<file path="config.mk">
export PLATFORM = sky130hd
export DESIGN_NAME = car_scheduler_flat
export DESIGN_NICKNAME = d
export VERILOG_FILES = /design/src/rtl/car_scheduler_pkg.sv /design/src/rtl/car_scheduler_if.sv /design/src/rtl/car_overlap.sv /design/src/rtl/car_scheduler.sv /design/src/flat_wrapper.sv
export SDC_FILE = /design/constraint.sdc
export NUM_CORES = 1
export LEC_CHECK = 0
export CORE_UTILIZATION = 48
export CTS_CLUSTER_DIAMETER = 200
export DETAILED_ROUTE_END_ITERATION = 7
export PLACE_DENSITY = 0.8
export SLEW_MARGIN = 20
export SYNTH_ARGS = -nofsm -noshare
export SYNTH_HDL_FRONTEND = slang
export SYNTH_HIERARCHICAL = 1
export SYNTH_SLANG_ARGS = --single-unit
</file>
<file path="constraint.sdc">
create_clock -name clk -period 3.2 [get_ports clk]
set_input_delay 0.8 -clock clk [delete_from_list [all_inputs] [get_ports clk]]
set_output_delay 0.8 -clock clk [all_outputs]
set_load 0.05 [all_outputs]
</file>
<file path="src/rtl/car_scheduler_pkg.sv">
// Shared definitions for the car scheduler: FSM encoding, sprite geometry and
// the fixed lane row table used by the collision check.
package car_scheduler_pkg;

  typedef enum logic [2:0] {
    IDLE,
    ISSUE,
    BUSY,
    NEXT,
    CHECK,
    DONE
  } state_t;

  localparam int CAR_W  = 8;
  localparam int CAR_H  = 4;
  localparam int FROG_W = 4;
  localparam int FROG_H = 4;

  localparam logic [6:0] LANE_Y [4] = '{7'd90, 7'd70, 7'd50, 7'd30};

  // Lanes repeat every four cars when more engines than table rows are built.
  function automatic logic [6:0] lane_y(input int unsigned car);
    logic [1:0] sel;
    sel = car[1:0];
    return LANE_Y[sel];
  endfunction

endpackage

</file>
<file path="src/rtl/car_scheduler_if.sv">
// Arbitrated pixel stream from the scheduler towards the VGA adapter.
interface car_scheduler_if;

  logic       vga_plot;
  logic [7:0] vga_x;
  logic [6:0] vga_y;
  logic [2:0] vga_colour;

  modport master (output vga_plot, vga_x, vga_y, vga_colour);
  modport slave  (input  vga_plot, vga_x, vga_y, vga_colour);

endinterface

</file>
<file path="src/rtl/car_overlap.sv">
// Combinational bounding-box test between the frog sprite and one car sprite.
// Operands are widened by one bit so edge sums never wrap.
module car_overlap
  import car_scheduler_pkg::*;
(
  input  logic [7:0] frog_x,
  input  logic [6:0] frog_y,
  input  logic [7:0] x_ori,
  input  logic [6:0] lane,
  output logic       overlap
);

  logic [8:0] fx, cx;
  logic [7:0] fy, cy;

  assign fx = {1'b0, frog_x};
  assign cx = {1'b0, x_ori};
  assign fy = {1'b0, frog_y};
  assign cy = {1'b0, lane};

  assign overlap = (fx <= cx + 9'(CAR_W - 1))  &&
                   (fx + 9'(FROG_W - 1) >= cx) &&
                   (fy <= cy + 8'(CAR_H - 1))  &&
                   (fy + 8'(FROG_H - 1) >= cy);

endmodule

</file>
<file path="src/rtl/car_scheduler.sv">
// Sequences the car sprite engines one at a time, muxes the active car's pixels
// onto the VGA stream and checks frog/car collisions once per round.
module car_scheduler
  import car_scheduler_pkg::*;
#(
  parameter int          NUM_CARS = 4,
  parameter logic [19:0] TIMEOUT  = 20'd100000
) (
  input  logic                  clk,
  input  logic                  resetn,
  input  logic                  start,
  input  logic [NUM_CARS-1:0]   car_finish,
  input  logic [NUM_CARS-1:0]   car_plot,
  input  logic [8*NUM_CARS-1:0] car_x,
  input  logic [7*NUM_CARS-1:0] car_y,
  input  logic [3*NUM_CARS-1:0] car_colour,
  input  logic [8*NUM_CARS-1:0] car_x_ori,
  input  logic [7:0]            frog_x,
  input  logic [6:0]            frog_y,
  input  logic                  clear_hit,
  output logic [NUM_CARS-1:0]   car_en,
  car_scheduler_if.master       vga,
  output logic                  round_done,
  output logic                  hit,
  output logic                  timeout_err
);

  localparam int IDX_W = (NUM_CARS > 1) ? $clog2(NUM_CARS) : 1;
  localparam logic [IDX_W-1:0] LAST_IDX = IDX_W'(NUM_CARS - 1);

  state_t              state, state_nxt;
  logic [IDX_W-1:0]    idx;
  logic [19:0]         busy_cnt;
  logic [NUM_CARS-1:0] overlap;
  logic                sel_finish;
  logic                cnt_expired;

  assign sel_finish  = car_finish[idx];
  assign cnt_expired = (busy_cnt == TIMEOUT - 20'd1);

  for (genvar i = 0; i < NUM_CARS; i++) begin : g_overlap
    car_overlap u_overlap (
      .frog_x  (frog_x),
      .frog_y  (frog_y),
      .x_ori   (car_x_ori[8*i +: 8]),
      .lane    (lane_y(i)),
      .overlap (overlap[i])
    );
  end

  always_ff @(posedge clk) begin
    if (!resetn) state <= IDLE;
    else         state <= state_nxt;
  end

  always_comb begin
    state_nxt  = state;
    car_en     = '0;
    round_done = 1'b0;
    case (state)
      IDLE:    if (start) state_nxt = ISSUE;
      ISSUE: begin
        car_en[idx] = 1'b1;
        state_nxt   = BUSY;
      end
      BUSY:    if (sel_finish || cnt_expired) state_nxt = NEXT;
      NEXT:    state_nxt = (idx == LAST_IDX) ? CHECK : ISSUE;
      CHECK:   state_nxt = DONE;
      DONE: begin
        round_done = 1'b1;
        state_nxt  = IDLE;
      end
      default: state_nxt = IDLE;
    endcase
  end

  // A real finish in the same cycle as the deadline is not an error.
  always_ff @(posedge clk) begin
    if (!resetn) begin
      idx         <= '0;
      busy_cnt    <= '0;
      hit         <= 1'b0;
      timeout_err <= 1'b0;
    end else begin
      case (state)
        IDLE:  idx      <= '0;
        ISSUE: busy_cnt <= '0;
        BUSY: begin
          busy_cnt <= busy_cnt + 20'd1;
          if (!sel_finish && cnt_expired) timeout_err <= 1'b1;
        end
        NEXT:  if (idx != LAST_IDX) idx <= idx + IDX_W'(1);
        default: ;
      endcase
      if (state == CHECK && |overlap) hit <= 1'b1;
      else if (clear_hit)             hit <= 1'b0;
    end
  end

  always_ff @(posedge clk) begin
    if (!resetn || state != BUSY) begin
      vga.vga_plot   <= 1'b0;
      vga.vga_x      <= '0;
      vga.vga_y      <= '0;
      vga.vga_colour <= '0;
    end else begin
      vga.vga_plot   <= car_plot[idx];
      vga.vga_x      <= car_x[idx*8 +: 8];
      vga.vga_y      <= car_y[idx*7 +: 7];
      vga.vga_colour <= car_colour[idx*3 +: 3];
    end
  end

endmodule

</file>
<file path="src/flat_wrapper.sv">
// flat-port wrapper written by rule: the top's interface ports become plain ports
module car_scheduler_flat import car_scheduler_pkg::*;
#(
  parameter int          NUM_CARS = 4,
  parameter logic [19:0] TIMEOUT  = 20'd100000
)
  (clk, resetn, start, car_finish, car_plot, car_x, car_y, car_colour, car_x_ori, frog_x, frog_y, clear_hit, car_en, round_done, hit, timeout_err, vga_vga_plot, vga_vga_x, vga_vga_y, vga_vga_colour);
  car_scheduler_if vga_i ();
  input  logic clk;
  input  logic resetn;
  input  logic start;
  input  logic [NUM_CARS-1:0] car_finish;
  input  logic [NUM_CARS-1:0] car_plot;
  input  logic [8*NUM_CARS-1:0] car_x;
  input  logic [7*NUM_CARS-1:0] car_y;
  input  logic [3*NUM_CARS-1:0] car_colour;
  input  logic [8*NUM_CARS-1:0] car_x_ori;
  input  logic [7:0] frog_x;
  input  logic [6:0] frog_y;
  input  logic clear_hit;
  output logic [NUM_CARS-1:0] car_en;
  output logic round_done;
  output logic hit;
  output logic timeout_err;
  output wire logic [$bits(vga_i.vga_plot)-1:0] vga_vga_plot;
  output wire logic [$bits(vga_i.vga_x)-1:0] vga_vga_x;
  output wire logic [$bits(vga_i.vga_y)-1:0] vga_vga_y;
  output wire logic [$bits(vga_i.vga_colour)-1:0] vga_vga_colour;
  assign vga_vga_plot = vga_i.vga_plot;
  assign vga_vga_x = vga_i.vga_x;
  assign vga_vga_y = vga_i.vga_y;
  assign vga_vga_colour = vga_i.vga_colour;
  car_scheduler #(.NUM_CARS(NUM_CARS), .TIMEOUT(TIMEOUT)) u_core (.clk(clk), .resetn(resetn), .start(start), .car_finish(car_finish), .car_plot(car_plot), .car_x(car_x), .car_y(car_y), .car_colour(car_colour), .car_x_ori(car_x_ori), .frog_x(frog_x), .frog_y(frog_y), .clear_hit(clear_hit), .car_en(car_en), .vga(vga_i), .round_done(round_done), .hit(hit), .timeout_err(timeout_err));
endmodule
</file>
==> results by group <==
Global route
  • Global-route wire length before repair: around 34000 um
  • Largest net degree at the start of global routing: 37
  • Antenna violations before repair: 0
  • GRT Total Usage: 0.2774
  • Grt ovf: 0
  • Vias in the first global route: 7220

Placement
  • DP Wirelength: between 15000 and 20000 um
  • Pre-CTS setup slack: -635.4 ps
  • I/O Buffers: 156
  • Final GP Congestion: between 0.8 and 0.9
  • Post-DP Area: roughly 10000 um^2

Worst setup path
  • CP arrival: around 3300 ps
  • Worst R2R Start: u_core/state[1]$_SDFFE_PN0P_
  • CP max FO: 4
  • Req. time, crit path: ~3400 ps
  • Critical Path Start: frog_x[5]
  • CP Launch Type: input port
  • CP Class: in2reg
  • CP Buf/Inv Count: 3
  • Setup slack, reg-to-reg: roughly 1100 ps
  • Critical path endpoint: u_core/hit$_SDFFE_PN0P_
  • CP Depth: 15
  • Slowest stage delay, CP: around 320 ps
  • Crit-path cells: dlygate4sd2_1 > buf_2 > buf_4 > nand2_1 > nor2_2 > xor2_1 > ha_1 > nand3_1 > o22ai_1 > nor4_2 > nor4_2 > nor4_1 > nor2_1 > a21oi_1 > nor2_1
  • Worst path slowest cell: nor4_2
  • Top delay family on crit path: simple AND/OR/NAND/NOR gates
  • R2R cell count: 4
  • Critical Path End Type: flop
  • Critical R2R Capture: u_core/busy_cnt[12]$_SDFFE_PN0P_

Yosys
  • Largest area contributor in the netlist: ha_1
  • Top cell type's share of synthesized area: 0.2510
  • Ys Warns: 6
  • Synth async-reset ratio: 0
  • EDFF count, synth: 0
  • Distinct cell type count after synthesis: 67
  • Synthesized cell area: approximately 7000 um^2
  • Synth Register Bits: 46
  • Ys flop type: dfxtp_1
  • Seq/Total Area, Yosys: 0.1310
  • Synth area leaders: ha_1 (25%), dfxtp_1 (13%), xnor2_1 (8.6%)
  • Synth Instances: 840
  • Avg Inst Size Synth: about 8.4 um^2

Clock network
  • Clock Sinks: 46
  • CTS H-tree lvls: 2
  • Total CTS buffers: 5
  • CTS tree: yes
  • Max Root-Sink Buffers: 2
  • Cts hold-fix bufs: 0
  • Clk root buf: clkbuf_16
  • Clk slew on worst S/H paths: roughly 60 ps
  • Clock Latency Late Sink: between 200 and 300 ps

Timing
  • Max-slew violation count: 0
  • Fmax: around 320 MHz
  • Final Hold Viols: 0
  • Fin crit period: about 3100 ps
  • Endpoints failing setup: 0
  • Clock Skew: around 6.4 ps
  • Max_slew headroom: 0.5370
  • Tcrit/Tclk final: 0.9820
  • WHS: between 400 and 500 ps
  • Worst setup margin: ~58 ps
  • Worst Tran Pin Value: 693.0 ps

Route
  • DRC Markers: 0
  • Drt pass-1 iters: 5
  • Routed len/inst: between 15 and 20 um
  • Via-per-instance ratio: about 5.4
  • Initial DRC count: between 400 and 500
  • Final ANT Viol Nets: 0
  • Vias: 7611
  • Detailed Route WL: between 20000 and 25000 um

Run status
  • Status: complete, no violations

Final layout
  • # fillers: about 960
  • Share of cells above drive strength 1: 0.2316
  • Fin area: roughly 11000 um^2
  • Synth-to-layout area growth: 52.30%
  • Antenna diode count: 0
  • Fin nets: approximately 1500
  • Core Util, Final: 0.7595

Die
  • FP Rows: 43
  • DIE AREA: 15130 um^2
  • Die H: between 100 and 150 um
  • Core region area: 14100 um^2
  • Starting Density: 0.4987
  • Die extent in x: ~120 um
  • I/O pin cnt: 157

Pwr
  • Power density cells: 238.9 nW/um^2
  • Leak: 0.005156 uW
  • Peak VDD IR: around 0.24 mV

Run
  • Max-cap violation count: 0

Min path
  • Hold crit path type: reg2reg
state kept, by name (all words and copies together) (netlist names):
signal / flops
u_core/vga.vga_y: 7
u_core/idx: 2
u_core/timeout_err: 1
u_core/busy_cnt: 20
u_core/vga.vga_x: 8
u_core/hit: 1
u_core/state: 3
u_core/vga.vga_colour: 3
u_core/vga.vga_plot: 1
cells in the final DEF, fill, tap and decap left out, drive strengths merged, types with 17 or more instances in the layout:
master and instances:
a21oi 35, and3 24, buf 161, clkbuf 17, clkdlybuf4s50 115, conb 80
dfxtp 46, dlygate4sd2 17, ha 141, inv 95, mux4 20, nand2 44
nand2b 22, nand3 37, nand4 26, nor2 53, nor3 23, nor4 18
o21ai 28, xnor2 69, xor2 20
where the power goes:
part	switching, uW	internal, uW
Clock	227	370
Sequential	18.0	589
Combinational	661	693
per-layer routing:
metal  vias to the layer above  wire length (um)  global-route usage
li1                       3751                 -                   -
met1                      3593              9281              0.3600
met2                       225             11110              0.4912
met3                        42              1085             0.03413
met4                         0               409             0.05648
met5                         -                 0                   0
Yosys cell counts, types with 7 or more instances:
| master | number |
|---|---|
| nand2b_1 | 21 |
| xnor2_1 | 69 |
| nand3_1 | 37 |
| and3_1 | 24 |
| a211oi_1 | 10 |
| nor3_1 | 22 |
| nand4_1 | 22 |
| mux4_2 | 20 |
| nand2_1 | 44 |
| clkbuf_1 | 13 |
| a21o_1 | 7 |
| nor4_1 | 13 |
| or3_1 | 8 |
| mux2i_1 | 8 |
| xor2_1 | 20 |
| o2111ai_1 | 12 |
| ha_1 | 141 |
| a21oi_1 | 29 |
| inv_1 | 94 |
| nor2_1 | 53 |
| o21ai_0 | 22 |
| and2_1 | 7 |
| dfxtp_1 | 46 |
area by class of cell:
| cell class | count | area (um^2) | share of cell area |
|---|---|---|---|
| Timing Repair Buffer | 313 | 2779 | 0.2596 |
| Multi-Input combinational cell | 761 | 6259 | 0.5846 |
| Clock inverter | 3 | 43.79 | 0.004091 |
| Inverter | 94 | 352.8 | 0.03296 |
| Clock buffer | 5 | 125.1 | 0.01169 |
| Sequential cell | 46 | 920.9 | 0.08602 |
| Tap cell | 180 | 225.2 | 0.02104 |
per-stage QoR:
| stage | power [uW] | instances | setup TNS (ps) |
|---|---|---|---|
| floorplan | 1331 | 918 | 0 |
| global placement | 1832 | 1376 | -582.7 |
| detailed placement | 1866 | 1376 | -635.4 |
| CTS | 2494 | 1395 | 0 |
| global route | 2728 | 1402 | -46.78 |
| finish | 2557 | 1402 | 0 |
how the worst min path moves through the flow:
stage	startpoint	endpoint	slack, ps	depth (start not counted)
6_report	u_core/busy_cnt[19]$_SDFFE_PN0P_	u_core/busy_cnt[19]$_SDFFE_PN0P_	500	2
5_1_grt	u_core/busy_cnt[19]$_SDFFE_PN0P_	u_core/busy_cnt[19]$_SDFFE_PN0P_	510	2
4_1_cts	u_core/busy_cnt[19]$_SDFFE_PN0P_	u_core/busy_cnt[19]$_SDFFE_PN0P_	490	2
3_5_place_dp	u_core/busy_cnt[19]$_SDFFE_PN0P_	u_core/busy_cnt[19]$_SDFFE_PN0P_	470	2
3_3_place_gp	u_core/busy_cnt[19]$_SDFFE_PN0P_	u_core/busy_cnt[19]$_SDFFE_PN0P_	460	2
2_1_floorplan	u_core/busy_cnt[19]$_SDFFE_PN0P_	u_core/busy_cnt[19]$_SDFFE_PN0P_	450	2
what timing repair did:
item                       4_1_cts  5_1_grt
setup endpoints to repair        1        1
cloned                           1        0
resized for setup               67       61
pin swaps                       42       33
setup buffers                   10        7
tightest hold or removal path, cell delays in order, from the launching register on:
cell and delay (ps):
dfxtp_1 320, nand3_1 70, mux2i_1 60
cells by family after synthesis:
kind of cell	Yosys count	share of synthesized area
compound gates	137	0.1444
xor+xnor	89	0.1109
fa+ha+maj	141	0.2510
buf+inv	111	0.05963
flops	46	0.1310
mux	28	0.07547
other cells	2	0.001068
simple gates	286	0.2266
Power figures use the tool's default switching activity.
